===== src/rtl/ram_arbiter.sv =====
// Two-port round-robin arbiter sharing a single-ported data RAM between the CPU (port 0)
// and a debug/loader master (port 1); each grant runs a fixed grant/access/response sequence.
module ram_arbiter #(
    parameter int unsigned ADDR_W = 32,
    parameter int unsigned DATA_W = 32
) (
    input  logic              clk,
    input  logic              rst,
    input  logic              m0_req,
    input  logic [1:0]        m0_write_flag,
    input  logic [2:0]        m0_read_flag,
    input  logic [ADDR_W-1:0] m0_addr,
    input  logic [DATA_W-1:0] m0_wdata,
    output logic              m0_gnt,
    output logic              m0_rvalid,
    output logic [DATA_W-1:0] m0_rdata,
    output logic              m0_stall,
    input  logic              m1_req,
    input  logic [1:0]        m1_write_flag,
    input  logic [2:0]        m1_read_flag,
    input  logic [ADDR_W-1:0] m1_addr,
    input  logic [DATA_W-1:0] m1_wdata,
    output logic              m1_gnt,
    output logic              m1_rvalid,
    output logic [DATA_W-1:0] m1_rdata,
    output logic [ADDR_W-1:0] ram_addr,
    output logic [DATA_W-1:0] write_ram_data,
    output logic [1:0]        write_ram_flag,
    output logic [2:0]        read_ram_flag,
    input  logic [DATA_W-1:0] ram_out
);

    typedef enum logic [1:0] {StIdle, StAccess, StResp} state_e;

    state_e            state_q;
    logic              prio_q;   // port granted last; the other port wins a tie
    logic              owner_q;
    logic [ADDR_W-1:0] addr_q;
    logic [DATA_W-1:0] wdata_q;
    logic [1:0]        wflag_q;
    logic [2:0]        rflag_q;
    logic [DATA_W-1:0] rdata_q;

    logic any_req;
    logic win;
    logic in_idle;
    logic in_access;
    logic in_resp;

    always_comb begin
        any_req = m0_req | m1_req;
        win     = 1'b0;
        if (m0_req && m1_req) begin
            win = ~prio_q;
        end else begin
            win = m1_req;
        end
    end

    // Everything visible to the masters or the RAM is gated by reset so an aborted
    // transaction never commits a write or returns a completion.
    assign in_idle   = rst && (state_q == StIdle);
    assign in_access = rst && (state_q == StAccess);
    assign in_resp   = rst && (state_q == StResp);

    assign m0_gnt = in_idle && m0_req && !win;
    assign m1_gnt = in_idle && m1_req && win;

    assign ram_addr       = addr_q;
    assign write_ram_data = wdata_q;
    assign write_ram_flag = in_access ? wflag_q : 2'd0;
    assign read_ram_flag  = in_access ? rflag_q : 3'd0;

    assign m0_rvalid = in_resp && !owner_q;
    assign m1_rvalid = in_resp && owner_q;
    assign m0_rdata  = owner_q ? '0 : rdata_q;
    assign m1_rdata  = owner_q ? rdata_q : '0;

    assign m0_stall = rst && (m0_req || (!owner_q && (state_q != StIdle) && !m0_rvalid));

    always_ff @(posedge clk) begin
        if (!rst) begin
            state_q <= StIdle;
            prio_q  <= 1'b1;
            owner_q <= 1'b0;
            addr_q  <= '0;
            wdata_q <= '0;
            wflag_q <= 2'd0;
            rflag_q <= 3'd0;
            rdata_q <= '0;
        end else begin
            case (state_q)
                StIdle: begin
                    if (any_req) begin
                        owner_q <= win;
                        addr_q  <= win ? m1_addr : m0_addr;
                        wdata_q <= win ? m1_wdata : m0_wdata;
                        wflag_q <= win ? m1_write_flag : m0_write_flag;
                        rflag_q <= win ? m1_read_flag : m0_read_flag;
                        state_q <= StAccess;
                    end
                end
                StAccess: begin
                    rdata_q <= (rflag_q != 3'd0) ? ram_out : '0;
                    state_q <= StResp;
                end
                StResp: begin
                    prio_q  <= owner_q;
                    state_q <= StIdle;
                end
                default: state_q <= StIdle;
            endcase
        end
    end

endmodule


===== config.mk =====
export PLATFORM = sky130hd
export DESIGN_NAME = ram_arbiter
export DESIGN_NICKNAME = d
export VERILOG_FILES = /design/src/rtl/ram_arbiter.sv
export SDC_FILE = /design/constraint.sdc
export NUM_CORES = 1
export LEC_CHECK = 0
export CORE_AREA = 2 2 121 123
export CTS_BUF_LIST = sky130_fd_sc_hd__clkbuf_16
export CTS_CLUSTER_DIAMETER = 40
export DETAILED_ROUTE_END_ITERATION = 10
export DIE_AREA = 0 0 123 125
export GPL_TIMING_DRIVEN = 1
export PLACE_DENSITY = 0.81
export RECOVER_POWER = 25
export SYNTH_ARGS = -nofsm -noshare
export SYNTH_HDL_FRONTEND = slang
export SYNTH_SLANG_ARGS = --single-unit

===== constraint.sdc =====
create_clock -name clk -period 2.3 [get_ports clk]
set_input_delay 0.46 -clock clk [delete_from_list [all_inputs] [get_ports clk]]
set_output_delay 0.46 -clock clk [all_outputs]
set_load 0.005 [all_outputs]

==> results of run 1 <==
[cells by family (layout without fill, tap and decap cells)]
group	count (synthesis)	count (layout)
muxes	1	1
AOI/OAI and AO/OA	135	135
and+or+nand+nor	329	329
DFF	105	105
buffers and inverters	68	354
[cell usage after synthesis]
cell type	count
nand2_1	212
dfxtp_1	105
a21oi_1	63
clkbuf_1	51
nand3_1	34
nor2b_1	34
and2_1	32
a32oi_1	30
a311oi_1	29
a32oi_2	10
buf_2	9
nor2_1	7
and3_1	5
buf_6	3
buf_1	2
inv_1	2
a21bo_2	1
a21boi_2	1
and2_4	1
inv_2	1
mux2i_1	1
nand2b_1	1
nor3_1	1
o21a_1	1
or2_1	1
or3_1	1
[per-layer routing]
layer / part of all wire / up-vias / track usage
li1: - / 2742 / -
met1: 0.38 / 2597 / 0.255
met2: 0.49 / 269 / 0.395
met3: 0.090 / 45 / 0.0684
met4: 0.037 / 0 / 0.114
met5: 0 / - / 0
[critical path, delay by kind of cell (launching register included)]
kind                   cells  cell delay, ns
buffers and inverters      2            0.76
flip-flops                 1            0.38
AND/OR/NAND/NOR            1            0.23
[area by class of cell]
cell class,count,area (sq um)
multi-input cells,465,2530
clock buffers,9,225
flip-flops and latches,105,2110
inverters,3,11.3
fillers,1309,5660
well taps,184,230
repair buffers,335,3380
clock inverters,7,62.6
[stage by stage]
step | total power [mW] | hold WS [ns]
after floorplan | 2.71 | 0.429
after global placement | 3.57 | 0.432
after detailed placement | 3.58 | 0.440
after CTS | 5.11 | 0.448
after global routing | 5.30 | 0.463
final | 5.04 | 0.446
[registers in the layout, summed over array words and instances (netlist names)]
signal	flops
owner_q	1
state_q	2
ram_addr	32
rflag_q	3
wflag_q	2
rdata_q	32
prio_q	1
write_ram_data	32
[timing repair]
| item | in CTS | in global routing |
|---|---|---|
| setup buffers | 0 | 0 |
| cloned | 0 | 1 |
| endpoints found under the setup margin | 2 | 7 |
| pin swaps | 0 | 0 |
| resized for setup | 1 | 7 |
[power groups by stage]
stage / clock network [mW] / registers, mW / logic (mW)
6_report: 1.51 / 2.13 / 1.40
5_1_grt: 1.63 / 2.15 / 1.52
4_1_cts: 1.56 / 2.13 / 1.42
3_5_place_dp: 0 / 2.17 / 1.41
3_3_place_gp: 0 / 2.16 / 1.40
2_1_floorplan: 0 / 2.16 / 0.548
[path summary, 6_finish.rpt]
| path | start | to | cells after the start |
|---|---|---|---|
| hold / removal | write_ram_data[31]$_SDFFE_PN0P_ | write_ram_data[31]$_SDFFE_PN0P_ | 2 |
| setup / recovery | owner_q$_SDFFE_PN0P_ | m0_rdata[13] | 3 |
| setup reg to reg | state_q[1]$_SDFFE_PN0P_ | ram_addr[6]$_SDFFE_PN0P_ | 5 |
| hold reg to reg | write_ram_data[31]$_SDFFE_PN0P_ | write_ram_data[31]$_SDFFE_PN0P_ | 2 |
==> flow_metrics.env, run 1 <==
export IMPL_synth_seq_cells=105
export IMPL_grt_max_degree=65
export IMPL_drt_vias_per_instance=5.10
export IMPL_cell_internal_pwr_mw=3.65
export IMPL_synth_top_area_frac=0.430
export IMPL_syn_area_sq_um=4890
export IMPL_coreArea_sq_um=14200
export IMPL_crit_required_ns=1.84
export IMPL_cts_hold_buf=0
export IMPL_yosysWarnings=0
export IMPL_p_leak_nw=3.29
export IMPL_synthSimpleGateAreaFrac=0.300
export IMPL_fin_crit_ns=2.17
export IMPL_fin_crit_sh=0.943
export IMPL_die_y_um=125
export IMPL_path_cells="clkbuf_16, nor2b_1, clkdlybuf4s50_1"
export IMPL_routed_wl_um=18200
export IMPL_cts_buffer_depth=2
export IMPL_tightest_slew_ns=1.33
export IMPL_cts_sinks=105
export IMPL_final_max_slew_violation_count=0
export IMPL_grt_pass1_wl_um=27700
export IMPL_arrival_ns=1.71
export IMPL_clk_transition_reported_paths_ns=0.07
export IMPL_crit_fanout=32
export IMPL_setup_viol=0
export IMPL_die_area_sq_um=15400
export IMPL_yosysSeqAreaShare=0.430
export IMPL_final_common_cell="clkdlybuf4s50_1"
export IMPL_rsz0062_at_grt="no"
export IMPL_synth_area_per_cell_sq_um=7.67
export IMPL_hold_viol=0
export IMPL_drc=0
export IMPL_place_gp_congestion=0.825
export IMPL_slew_headroom=0.111
export IMPL_dp_cells=1091
export IMPL_ios=312
export IMPL_cts_root_buf="clkbuf_16"
export IMPL_synthAdderAreaFrac=0
export IMPL_clk_insertion_delay_late_ns=0.35
export IMPL_synthXorXnorAreaFrac=0
export IMPL_sw_frac_of_total=0.277
export IMPL_wl_per_cell_um=16.4
export IMPL_max_stage_delay_ns=0.54
export IMPL_syn_inst=638
export IMPL_cpMaxStageDelayCell="clkdlybuf4s50_1"
export IMPL_cts_tree="built"
export IMPL_diodes=0
export IMPL_power_switching_mw=1.39
export IMPL_fin_skew_ns=0.00817
export IMPL_fmax_ghz=0.461
export IMPL_numCtsBuffers=9
export IMPL_place_ws_ns=-0.0159
export IMPL_clock_power_share=0.300
export IMPL_power_frac_seq=0.422
export IMPL_p_comb_frac=0.278
export IMPL_io_buffer_count=311
export IMPL_num_rows=44
export IMPL_start_kind="register"
export IMPL_worst_r2r_setup_slack_ns=0.22
export IMPL_drtAntennaViolNets=0
export IMPL_drive_gt1_frac=0.0628
export IMPL_start_util=0.345
export IMPL_status="finished clean"
export IMPL_cellPowerDensity_nw_per_um2=590
export IMPL_synth_top_family_by_area="simple AND/OR/NAND/NOR gates"
export IMPL_yosysTopAreaCell="dfxtp_1"
export IMPL_utilization=0.601
export IMPL_hold_class="reg -> reg"
export IMPL_cap_violations=0
export IMPL_cts_htree_levels=3
export IMPL_synth_mux_area_frac=0.00205
export IMPL_stdcell_area_sq_um=8540
export IMPL_grt_pass1_vias=5445
export IMPL_drtPass1Iterations=4
export IMPL_setup_slack_ns=0.132
export IMPL_groute_usage_overall=0.230
export IMPL_stdcell_count=1108
export IMPL_grt_antenna_before_repair=0
export IMPL_end_kind="output pin"
export IMPL_synth_distinct_cells=26
export IMPL_synthToLayoutAreaGrowth_pct=74.6
export IMPL_placedInstanceArea_sq_um=8220
export IMPL_nets=1093
export IMPL_vdd_drop_max_mv=0.338
export IMPL_final_cell_mix="clkdlybuf4s50_1 (284), nand2_1 (212), dfxtp_1 (102), a21oi_1 (63), nand3_1 (34)"
export IMPL_overflow=0
export IMPL_synth_compound_area_frac=0.209
export IMPL_drt_iter0_markers=277
export IMPL_syn_num_nets=812
export IMPL_num_vias=5653
export IMPL_dp_hpwl_um=13000
export IMPL_crit_type="reg -> out"
export IMPL_fp_dieW_um=123
export IMPL_ys_top_cells_by_area="dfxtp_1 (43%), nand2_1 (16%), a21oi_1 (6.4%)"
export IMPL_setup_tns_ns=0
No activity file was read; power rests on OpenSTA's default activity.
==> run 2, diff against run 1 <==
--- a/config.mk
+++ b/config.mk
@@ -5,6 +5,7 @@
 export SDC_FILE = /design/constraint.sdc
 export NUM_CORES = 1
 export LEC_CHECK = 0
+export CAP_MARGIN = 5
 export CORE_AREA = 2 2 121 123
 export CTS_BUF_LIST = sky130_fd_sc_hd__clkbuf_16
 export CTS_CLUSTER_DIAMETER = 40
==> results of run 2 <==
Final layout, timing and power as in run 1 (identical DEF).
==> run 3, diff against run 2 <==
--- a/config.mk
+++ b/config.mk
@@ -11,7 +11,7 @@
 export CTS_CLUSTER_DIAMETER = 40
 export DETAILED_ROUTE_END_ITERATION = 10
 export DIE_AREA = 0 0 123 125
-export GPL_TIMING_DRIVEN = 1
+export GPL_TIMING_DRIVEN = 0
 export PLACE_DENSITY = 0.81
 export RECOVER_POWER = 25
 export SYNTH_ARGS = -nofsm -noshare
==> run 3 against run 2 <==
First-iteration DRC count is 11% higher. Total power grew 0.26%. Clock-buffer cell count unchanged. Largest cell class unchanged. Worst hold slack worse by 0.00059 ns. Sequential power hardly changed. Highest routed layer unchanged. Largest power group unchanged. Worst setup slack lost 0.034 ns. Clock skew is 0.0024 ns lower. Sequential cell count is the same. Die area stayed put.
==> flow_metrics.env, run 3 (synthesis results as in run 1) <==
export IMPL_status="finished clean"
export IMPL_synthToLayoutAreaGrowth_pct=76.4
export IMPL_place_gp_congestion=0.880
export IMPL_rsz0062_at_grt="no"
export IMPL_cts_root_buf="clkbuf_16"
export IMPL_hold_class="reg -> reg"
export IMPL_num_vias=5744
export IMPL_grt_antenna_before_repair=0
export IMPL_crit_fanout=5
export IMPL_diodes=0
export IMPL_max_stage_delay_ns=0.52
export IMPL_grt_pass1_vias=5532
export IMPL_fin_skew_ns=0.00579
export IMPL_p_leak_nw=3.40
export IMPL_drc=0
export IMPL_fin_crit_ns=2.20
export IMPL_path_buf_inv=1
export IMPL_ios=312
export IMPL_crit_family="buffers and inverters"
export IMPL_vdd_drop_max_mv=0.331
export IMPL_dp_hpwl_um=14900
export IMPL_slew_headroom=0.631
export IMPL_io_buffer_count=310
export IMPL_final_max_slew_violation_count=0
export IMPL_tightest_slew_ns=0.553
export IMPL_drt_vias_per_instance=5.00
export IMPL_place_ws_ns=-0.890
export IMPL_clk_insertion_delay_late_ns=0.35
export IMPL_stdcell_area_sq_um=8630
export IMPL_crit_type="reg -> out"
export IMPL_drt_iter0_markers=308
export IMPL_nets=1134
export IMPL_setup_tns_ns=0
export IMPL_clk_transition_reported_paths_ns=0.07
export IMPL_die_y_um=125
export IMPL_coreArea_sq_um=14200
export IMPL_numCtsBuffers=9
export IMPL_num_rows=44
export IMPL_fin_crit_sh=0.957
export IMPL_groute_usage_overall=0.251
export IMPL_crit_required_ns=1.84
export IMPL_drive_gt1_frac=0.0570
export IMPL_start_kind="register"
export IMPL_start_util=0.345
export IMPL_grt_pass1_wl_um=29900
export IMPL_r2r_start="prio_q$_SDFFE_PN1N_"
export IMPL_routed_wl_um=19400
export IMPL_cts_buffer_depth=2
export IMPL_end_kind="output pin"
export IMPL_die_area_sq_um=15400
export IMPL_drtAntennaViolNets=0
export IMPL_setup_viol=0
export IMPL_cts_tree="built"
export IMPL_grt_max_degree=19
export IMPL_setup_slack_ns=0.0979
export IMPL_arrival_ns=1.74
export IMPL_final_cell_mix="clkdlybuf4s50_1 (276), nand2_1 (212), dfxtp_1 (103), a21oi_1 (63), clkbuf_1 (38)"
export IMPL_hold_viol=0
export IMPL_cap_violations=0
export IMPL_cts_htree_levels=3
export IMPL_path_cells="nor2b_1, nand2_1, nor2_1, clkdlybuf4s50_1"
export IMPL_fmax_ghz=0.454
export IMPL_cellPowerDensity_nw_per_um2=585
export IMPL_overflow=0
export IMPL_cts_sinks=105
export IMPL_fp_dieW_um=123
export IMPL_crit_start="state_q[1]$_SDFFE_PN0P_"
export IMPL_cpMaxStageDelayCell="clkdlybuf4s50_1"
export IMPL_wl_per_cell_um=16.9
export IMPL_drtPass1Iterations=5
export IMPL_placedInstanceArea_sq_um=8230
export IMPL_final_common_cell="clkdlybuf4s50_1"
export IMPL_hp_start="ram_addr[10]$_SDFFE_PN0P_"
==> run 3: worst min-delay path, delay by kind of cell, from the launching register on <==
family | cells | cell delay (ns)
flops | 1 | 0.31
simple gates | 1 | 0.05
compound gates | 1 | 0.04
==> run 3: stage by stage <==
stage / hold WS (ns) / total power [mW] / utilization / std cells
finish: 0.445 / 5.05 / 0.608 / 1149
global route: 0.464 / 5.32 / 0.608 / 1149
CTS: 0.447 / 5.13 / 0.607 / 1149
detailed placement: 0.437 / 3.59 / 0.579 / 1132
global placement: 0.433 / 3.57 / 0.579 / 1132
floorplan: 0.429 / 2.71 / - / 638
==> run 3: final timing paths <==
path         slack [ns]  depth (start not counted)                         endpoint
max                 0.1                          4                        m0_rvalid
min                0.45                          2        ram_addr[10]$_SDFFE_PN0P_
max reg2reg        0.63                          5  write_ram_data[18]$_SDFFE_PN0P_
min reg2reg        0.45                          2        ram_addr[10]$_SDFFE_PN0P_
==> run 3: area by class of cell <==
class	instances	area [sq um]
clock inverters	7	53.8
fillers	1305	5570
plain buffers	63	344
well taps	184	230
flip-flops and latches	105	2110
multi-input cells	465	2520
clock buffers	9	225
repair buffers	313	3140
inverters	3	11.3
==> run 3: report_power, final <==
group / internal, mW / leakage [nW] / switching, mW
Sequential: 2.02 / 0.868 / 0.109
Combinational: 0.797 / 2.39 / 0.629
Clock: 0.824 / 0.144 / 0.679
==> run 3: repair_timing <==
item                                    in CTS  in global routing
buffers inserted                             3                  0
endpoints found under the setup margin      44                  8
resized for setup                           36                  8
pin swaps                                    2                  0
hold buffers                                 0                  0
==> run 3: layer usage <==
metal  GRT usage  vias up  part of all wire  wire length, um
li1            -     2825                 -                -
met1       0.292     2639              0.39             7580
met2       0.434      251              0.50             9660
met3      0.0712       29             0.087             1680
met4      0.0909        0             0.024              469
met5           0        -                 0                0
